`src/rtl/instr_enc_pkg.sv`:
```
// Shared types, RV32I opcode constants and the pure encode / range-check
// functions used by the instruction encoder.
//   fmt_e         : instruction format selector (R/I/S/B)
//   state_e       : loader state
//   encode()      : packs decoded fields into an RV32I word
//   imm_in_range(): true when the immediate fits the selected format
package instr_enc_pkg;

  typedef enum logic [1:0] {
    FmtR = 2'd0,
    FmtI = 2'd1,
    FmtS = 2'd2,
    FmtB = 2'd3
  } fmt_e;

  typedef enum logic [1:0] {
    StIdle,
    StRun,
    StDrain,
    StDone
  } state_e;

  localparam logic [6:0] OP_IMM = 7'b0010011;
  localparam logic [6:0] LOAD   = 7'b0000011;
  localparam logic [6:0] STORE  = 7'b0100011;
  localparam logic [6:0] BRANCH = 7'b1100011;
  localparam logic [6:0] OP     = 7'b0110011;

  // Only imm[12:0] can ever land in the word; the upper bits matter only to the range check.
  function automatic logic [31:0] encode(input fmt_e       fmt,
                                         input logic [6:0]  opcode,
                                         input logic [4:0]  rd,
                                         input logic [4:0]  rs1,
                                         input logic [4:0]  rs2,
                                         input logic [2:0]  funct3,
                                         input logic [6:0]  funct7,
                                         input logic [12:0] imm);
    logic [31:0] w;
    case (fmt)
      FmtR:    w = {funct7, rs2, rs1, funct3, rd, opcode};
      FmtI:    w = {imm[11:0], rs1, funct3, rd, opcode};
      FmtS:    w = {imm[11:5], rs2, rs1, funct3, imm[4:0], opcode};
      default: w = {imm[12], imm[10:5], rs2, rs1, funct3, imm[4:1], imm[11], opcode};
    endcase
    return w;
  endfunction

  // Sign-extension check: all bits above the field's sign bit must match it.
  function automatic logic imm_in_range(input fmt_e fmt, input logic [31:0] imm);
    logic ok;
    case (fmt)
      FmtR:       ok = 1'b1;
      FmtI, FmtS: ok = (&imm[31:11]) | ~(|imm[31:11]);
      default:    ok = ((&imm[31:12]) | ~(|imm[31:12])) & ~imm[0];
    endcase
    return ok;
  endfunction

endpackage

```
`src/rtl/instr_fifo.sv`:
```
// Synchronous FIFO with flush, registered output (no fall-through).
//   clk_i, rst_ni : clock, async active-low reset
//   flush_i       : empties the FIFO, wins over push/pop
//   push_i/wdata_i: write when not full
//   pop_i         : drop head when not empty
//   rdata_o       : head entry
//   full_o/empty_o/count_o : occupancy
module instr_fifo #(
  parameter int unsigned WIDTH = 32,
  parameter int unsigned DEPTH = 2,
  localparam int unsigned PtrW = $clog2(DEPTH)
) (
  input  logic             clk_i,
  input  logic             rst_ni,
  input  logic             flush_i,
  input  logic             push_i,
  input  logic [WIDTH-1:0] wdata_i,
  input  logic             pop_i,
  output logic [WIDTH-1:0] rdata_o,
  output logic             full_o,
  output logic             empty_o,
  output logic [PtrW:0]    count_o
);

  logic [WIDTH-1:0] r_mem [DEPTH];
  logic [PtrW:0]    r_wptr, r_rptr;
  logic             w_push, w_pop;

  assign w_push  = push_i & ~full_o;
  assign w_pop   = pop_i & ~empty_o;
  assign count_o = r_wptr - r_rptr;
  assign empty_o = (r_wptr == r_rptr);
  // Extra pointer bit distinguishes full from empty.
  assign full_o  = (r_wptr[PtrW] != r_rptr[PtrW]) &&
                   (r_wptr[PtrW-1:0] == r_rptr[PtrW-1:0]);
  assign rdata_o = r_mem[r_rptr[PtrW-1:0]];

  always_ff @(posedge clk_i or negedge rst_ni) begin
    if (!rst_ni) begin
      r_wptr <= '0;
      r_rptr <= '0;
    end else if (flush_i) begin
      r_wptr <= '0;
      r_rptr <= '0;
    end else begin
      if (w_push) r_wptr <= r_wptr + 1'b1;
      if (w_pop)  r_rptr <= r_rptr + 1'b1;
    end
  end

  always_ff @(posedge clk_i) begin
    if (w_push && !flush_i) r_mem[r_wptr[PtrW-1:0]] <= wdata_i;
  end

endmodule

```
`src/rtl/instr_encoder.sv`:
```
// Encodes decoded instruction bundles into RV32I words and streams them
// sequentially into instruction memory.
//   start_i/stop_i/base_addr_i : run control, base address sampled on start
//   in_valid_i/in_ready_o      : bundle handshake (fmt, opcode, regs, functs, imm)
//   imem_we_o/imem_ready_i     : memory write handshake, imem_addr_o/imem_wdata_o
//   done_o  : high in DONE;  err_o : sticky rejected-bundle flag
//   count_o : words written since start
module instr_encoder
  import instr_enc_pkg::*;
#(
  parameter int unsigned ADDR_W     = 8,
  parameter int unsigned FIFO_DEPTH = 2
) (
  input  logic              clk_i,
  input  logic              rst_ni,
  input  logic              start_i,
  input  logic              stop_i,
  input  logic [ADDR_W-1:0] base_addr_i,
  input  logic              in_valid_i,
  output logic              in_ready_o,
  input  logic [1:0]        fmt_i,
  input  logic [6:0]        opcode_i,
  input  logic [4:0]        rd_i,
  input  logic [4:0]        rs1_i,
  input  logic [4:0]        rs2_i,
  input  logic [2:0]        funct3_i,
  input  logic [6:0]        funct7_i,
  input  logic [31:0]       imm_i,
  output logic              imem_we_o,
  input  logic              imem_ready_i,
  output logic [ADDR_W-1:0] imem_addr_o,
  output logic [31:0]       imem_wdata_o,
  output logic              done_o,
  output logic              err_o,
  output logic [ADDR_W:0]   count_o
);

  localparam int unsigned   CntW = $clog2(FIFO_DEPTH) + 1;
  localparam logic [ADDR_W:0] Span = {1'b1, {ADDR_W{1'b0}}};

  state_e            r_state, w_state_d;
  logic [ADDR_W-1:0] r_addr;
  logic [ADDR_W:0]   r_count;
  logic [ADDR_W:0]   r_remain;  // words still allowed before the address space ends
  logic              r_err;

  logic              w_limit, w_accept, w_ok, w_push, w_pop;
  logic              w_full, w_empty;
  logic [31:0]       w_head, w_word;
  logic [CntW-1:0]   w_fifo_cnt;
  fmt_e              w_fmt;

  assign w_fmt      = fmt_e'(fmt_i);
  assign w_limit    = (r_remain == '0);
  assign in_ready_o = (r_state == StRun) & ~w_full & ~w_limit;
  assign w_accept   = in_valid_i & in_ready_o & ~start_i;
  assign w_ok       = imm_in_range(w_fmt, imm_i);
  assign w_push     = w_accept & w_ok;
  assign w_word     = encode(w_fmt, opcode_i, rd_i, rs1_i, rs2_i, funct3_i, funct7_i,
                             imm_i[12:0]);

  assign imem_we_o    = ~w_empty;
  assign w_pop        = imem_we_o & imem_ready_i & ~start_i;
  assign imem_wdata_o = imem_we_o ? w_head : '0;
  assign imem_addr_o  = r_addr;
  assign done_o       = (r_state == StDone);
  assign err_o        = r_err;
  assign count_o      = r_count;

  instr_fifo #(
    .WIDTH (32),
    .DEPTH (FIFO_DEPTH)
  ) u_fifo (
    .clk_i   (clk_i),
    .rst_ni  (rst_ni),
    .flush_i (start_i),
    .push_i  (w_push),
    .wdata_i (w_word),
    .pop_i   (w_pop),
    .rdata_o (w_head),
    .full_o  (w_full),
    .empty_o (w_empty),
    .count_o (w_fifo_cnt)
  );

  always_comb begin
    w_state_d = r_state;
    if (start_i) begin
      w_state_d = StRun;
    end else begin
      unique case (r_state)
        StIdle:  w_state_d = StIdle;
        StRun:   if (stop_i || w_limit) w_state_d = StDrain;
        // Look ahead at the final pop so done_o rises right after it.
        StDrain: if (w_empty || (w_pop && w_fifo_cnt == CntW'(1))) w_state_d = StDone;
        StDone:  w_state_d = StDone;
      endcase
    end
  end

  always_ff @(posedge clk_i or negedge rst_ni) begin
    if (!rst_ni) begin
      r_state  <= StIdle;
      r_addr   <= '0;
      r_count  <= '0;
      r_remain <= '0;
      r_err    <= 1'b0;
    end else begin
      r_state <= w_state_d;
      if (start_i) begin
        r_addr   <= base_addr_i;
        r_count  <= '0;
        r_remain <= Span - {1'b0, base_addr_i};
        r_err    <= 1'b0;
      end else begin
        if (w_pop) begin
          r_addr  <= r_addr + 1'b1;
          r_count <= r_count + 1'b1;
        end
        if (w_push) r_remain <= r_remain - 1'b1;
        if (w_accept && !w_ok) r_err <= 1'b1;
      end
    end
  end

endmodule

```
`config.mk`:
```
export PLATFORM = sky130hd
export DESIGN_NAME = instr_encoder
export DESIGN_NICKNAME = d
export VERILOG_FILES = /design/src/rtl/instr_enc_pkg.sv /design/src/rtl/instr_fifo.sv /design/src/rtl/instr_encoder.sv
export SDC_FILE = /design/constraint.sdc
export NUM_CORES = 1
export LEC_CHECK = 0
export BUFFER_PORTS_ARGS = -buffer_cell sky130_fd_sc_hd__buf_2
export CAP_MARGIN = 0
export CORE_ASPECT_RATIO = 0.7
export CORE_MARGIN = 2
export CORE_UTILIZATION = 35
export DETAILED_ROUTE_END_ITERATION = 10
export GPL_TIMING_DRIVEN = 0
export HOLD_SLACK_MARGIN = 0.12
export PLACE_DENSITY = 0.68
export SKIP_LAST_GASP = 1
export SLEW_MARGIN = 5
export SYNTH_ARGS = -nofsm -noshare
export SYNTH_HDL_FRONTEND = slang
export SYNTH_HIERARCHICAL = 1
export SYNTH_SLANG_ARGS = --single-unit
```
`constraint.sdc`:
```
create_clock -name clk_i -period 5.35 [get_ports clk_i]
set_input_delay 1.07 -clock clk_i [delete_from_list [all_inputs] [get_ports clk_i]]
set_output_delay 1.07 -clock clk_i [all_outputs]
set_load 0.02 [all_outputs]
```
==> qor.json <==
{
  "outcome": "finished, final reports clean",
  "cts_root_buffer": "clkbuf_16",
  "final_max_slew_viol_count": 0,
  "n_antenna_cell": 0,
  "crit_family": "simple AND/OR/NAND/NOR gates",
  "worst_hold_slack_ps": 553,
  "clock_tree_from_tritoncts": "built",
  "synth-simple-area-share_pct": 17.0,
  "number_of_buffers_and_inverters_on_the_critical_path": 3,
  "yosys_register_bits": 97,
  "cts_max_path_buffers": 2,
  "cell_internal_pwr_mw": 1.40,
  "maxClockFrequency_mhz": 259,
  "grt_first_pass_wirelength_um": 19600,
  "synth-seq-area-share_pct": 55.3,
  "grt_antenna_before_repair": 0,
  "clkLatencyLatePin_ps": 350,
  "synthAdderAreaFrac_pct": 2.27,
  "clock-skew-final_ps": 8.37,
  "dr_total_vias": 3728,
  "floorplan.die_area_um2": 15200,
  "p_leak_nw": 2.61,
  "detail-route-antenna-nets": 0,
  "post-route-worst-setup-slack_ps": 1480,
  "max_cap_violations": 0,
  "groute.layer.met2.usage_pct": 26.7,
  "synth_compound_area_share_pct": 8.53,
  "power.ir.vdd_worst_v": 0.000129,
  "post_cts_resize_count": 0,
  "place.detailed.instances": 736,
  "power_density_nw_per_um2": 310,
  "largest_family_of_logic_cells_by_synthesized_area": "simple AND/OR/NAND/NOR gates",
  "cp-start-kind": "input port",
  "numClockSinks": 97,
  "worst_hold_path_type": "register to register",
  "synth.area.top_cells": "edfxtp_1, dfrtp_1, mux2_2",
  "grt_max_degree": 34,
  "synthDistinctLibCells": 59,
  "wl_um": 12200,
  "dieHeight_um": 104,
  "routed_length_per_placed_instance_um": 16.2,
  "number_of_failing_setup_endpoints_in_the_final_timing_report": 0,
  "fraction_of_synthesized_area_in_multiplexers_pct": 8.71,
  "slowest_stage": "nor2b_4",
  "power_frac_clock_pct": 35.2,
  "synthArstFlopShare_pct": 34.0,
  "max-slew-margin-rel_pct": 48.5,
  "met3_usage_pct": 4.89,
  "number_of_buffers_added_on_ports": 132,
  "worstPathCellList": "buf_2 > ha_1 > buf_2 > nand2b_1 > o21ai_1 > nand4_2 > a21oi_4 > nor2b_1 > nor3b_1 > nor2b_4 > buf_16",
  "timing.critical_path.slowest_cell_delay_ps": 540,
  "syn-mean-instance-area_um2": 12.1,
  "core_region_area_um2": 13900,
  "finalHoldViolCount": 0,
  "synth_warn": 6,
  "tritoncts.num_buffers": 9,
  "globalRouteOverflowTotal": 0,
  "reg2reg_from": "u_fifo/r_wptr[0]$_DFFE_PN0P_",
  "synth_enable_flop_cells": 64,
  "power.total_mw": 1.94,
  "clk_pin_slew_worst_paths_ps": 60,
  "critical_path.reg2reg.endpoint": "u_fifo/r_mem[0][30]$_DFFE_PP_",
  "synth_xor_xnor_area_share_pct": 5.11,
  "switching_share_pct": 27.6,
  "path_common_cell": "buf_2",
  "worst-path-stages": 11,
  "finalCriticalPeriod_ps": 3870,
  "layout-drive-gt1-share_pct": 37.0,
  "rsz0062_at_grt": "no",
  "crit_type": "input port to register",
  "place.gp.congestion": 0.936,
  "instances_no_fill": 752,
  "ys_top_cells_by_count": "edfxtp_1, nor2b_1, mux2_2",
  "fin_crit_sh_pct": 72.3,
  "rrSetupSlack_ps": 1600,
  "cp-startpoint": "fmt_i[0]",
  "drt-vias-per-instance": 4.96,
  "top_cell_type_by_total_area_after_synthesis": "edfxtp_1",
  "num_rows": 36,
  "drt_pre_antenna_iters": 4,
  "fp.dieW_um": 146,
  "path_max_fanout": 18,
  "cp-end-kind": "register",
  "pre_cts_ws_ps": 1080,
  "ys_dominant_reg_cell": "edfxtp_1",
  "initial_utilization_pct": 35.7,
  "share_comb_of_total_power_pct": 21.1,
  "detailed_route_drc_error_count": 0,
  "grt-busiest-layer": "met2",
  "yosys.cell_count.top_type": "edfxtp_1",
  "dpl.hpwl_um": 9150,
  "nNetsFinal": 646,
  "synth_fp_nets": 500,
  "timing.critical_path.to": "u_fifo/r_mem[0][30]$_DFFE_PP_",
  "power.switching_uw": 534,
  "synth_cells": 411,
  "worst-r2r-cell-count": 13,
  "post_cts_buffers": 0,
  "tightestPinTransition_ps": 773,
  "worstPathArrival_ps": 3920,
  "synthesis.area_um2": 4970,
  "top_level_ports": 133,
  "netlist.area_leader.share_pct": 38.7,
  "depth_of_the_cts_h_tree": 3,
  "seq_power_share_pct": 43.7,
  "initialDrtViolationCount": 192,
  "area.growth.synth_to_final_pct": 25.8,
  "hold_buffers": 0,
  "grt_pass1_vias": 3890,
  "groute.layer.met1.usage_pct": 21.6,
  "grt_usage_pct": 16.7,
  "critPathRequiredTime_ps": 5410
}
==> worst min-delay path: stages, from the launching register on <==
cell and delay (ps):
dfrtp_1 350, a31oi_1 50, nor2_1 100
==> logic make-up (layout without fill, tap and decap cells) <==
kind of cell,Yosys count,in the layout
compound gates,57,57
xor+xnor,29,29
fa+ha+maj,9,9
buf+inv,31,182
flops,97,97
mux,39,39
simple gates,149,149
==> routing by layer <==
layer / part of all wire, % / wire [um] / up-vias
met3: 5.4 / 664 / 23
met4: 1.8 / 224 / 0
met2: 47 / 5680 / 112
met1: 46 / 5620 / 1806
li1: - / - / 1787
met5: 0 / 0 / -
==> power groups by stage <==
stage	Clock [mW]	Combinational (mW)	Sequential, mW
2_1_floorplan	0	0.253	0.867
3_3_place_gp	0	0.401	0.859
3_5_place_dp	0	0.412	0.860
4_1_cts	0.698	0.414	0.845
5_1_grt	0.726	0.448	0.848
6_report	0.682	0.408	0.845
==> final cells by class <==
class | instances | area (um^2)
Timing Repair Buffer | 135 | 711
Inverter | 13 | 48.8
Clock inverter | 6 | 82.6
Sequential cell | 97 | 2750
Clock buffer | 10 | 229
Buffer | 18 | 104
Multi-Input combinational cell | 283 | 2090
Tap cell | 190 | 238
Fill cell | 1291 | 7660
==> worst min-delay path by stage <==
| stage | startpoint | endpoint | slack, ps | cells after the start |
|---|---|---|---|---|
| 6_report | err_o$_DFFE_PN0P_ | err_o$_DFFE_PN0P_ | 550 | 2 |
| 5_1_grt | err_o$_DFFE_PN0P_ | err_o$_DFFE_PN0P_ | 590 | 2 |
| 4_1_cts | err_o$_DFFE_PN0P_ | err_o$_DFFE_PN0P_ | 540 | 2 |
| 3_5_place_dp | err_o$_DFFE_PN0P_ | err_o$_DFFE_PN0P_ | 510 | 2 |
| 3_3_place_gp | err_o$_DFFE_PN0P_ | err_o$_DFFE_PN0P_ | 500 | 2 |
| 2_1_floorplan | r_remain[1]$_DFFE_PN0P_ | r_remain[1]$_DFFE_PN0P_ | 530 | 2 |
==> flip-flops by register name (all words and copies together) (netlist names) <==
signal / count
u_fifo/r_mem: 64
count_o: 9
r_remain: 9
imem_addr_o: 8
r_state: 2
u_fifo/r_rptr: 2
u_fifo/r_wptr: 2
err_o: 1
==> per-stage QoR <==
| stage | setup TNS (ps) | utilization, % | instance area (um^2) |
|---|---|---|---|
| after floorplan | 0 | - | 4980 |
| after global placement | -46210 | 42.2 | 5880 |
| after detailed placement | 0 | 42.7 | 5940 |
| after CTS | 0 | 44.9 | 6250 |
| after global routing | 0 | 44.9 | 6250 |
| final | 0 | 44.9 | 6250 |
==> cell usage in the layout (no fill, tap or decap), types with 2 or more instances in the layout <==
master	netlist	layout
buf_2	4	136
edfxtp_1	64	64
nor2b_1	38	37
mux2_2	34	34
dfrtp_1	33	33
nor2_1	28	28
nand2_1	24	24
xnor2_1	19	19
a22o_1	15	15
inv_1	13	13
xor2_1	10	10
nand3_1	10	10
clkbuf_1	8	9
o21ai_0	9	9
a21oi_1	9	9
ha_1	9	9
clkbuf_16	0	9
nor4_1	7	7
o21ai_1	7	7
nand4_1	7	7
or3_1	5	5
mux2i_1	5	5
nor3_1	5	5
clkinv_2	0	3
buf_6	1	3
a21o_1	2	2
nand2b_1	2	2
nand3b_1	2	2
buf_1	2	2
a31oi_1	2	2
a211oi_1	2	2
nor4b_1	3	2
o22a_1	2	2
bufinv_16	0	2
clkbuf_8	2	2
nor3b_1	2	2
(Power assumes the default switching activity.)
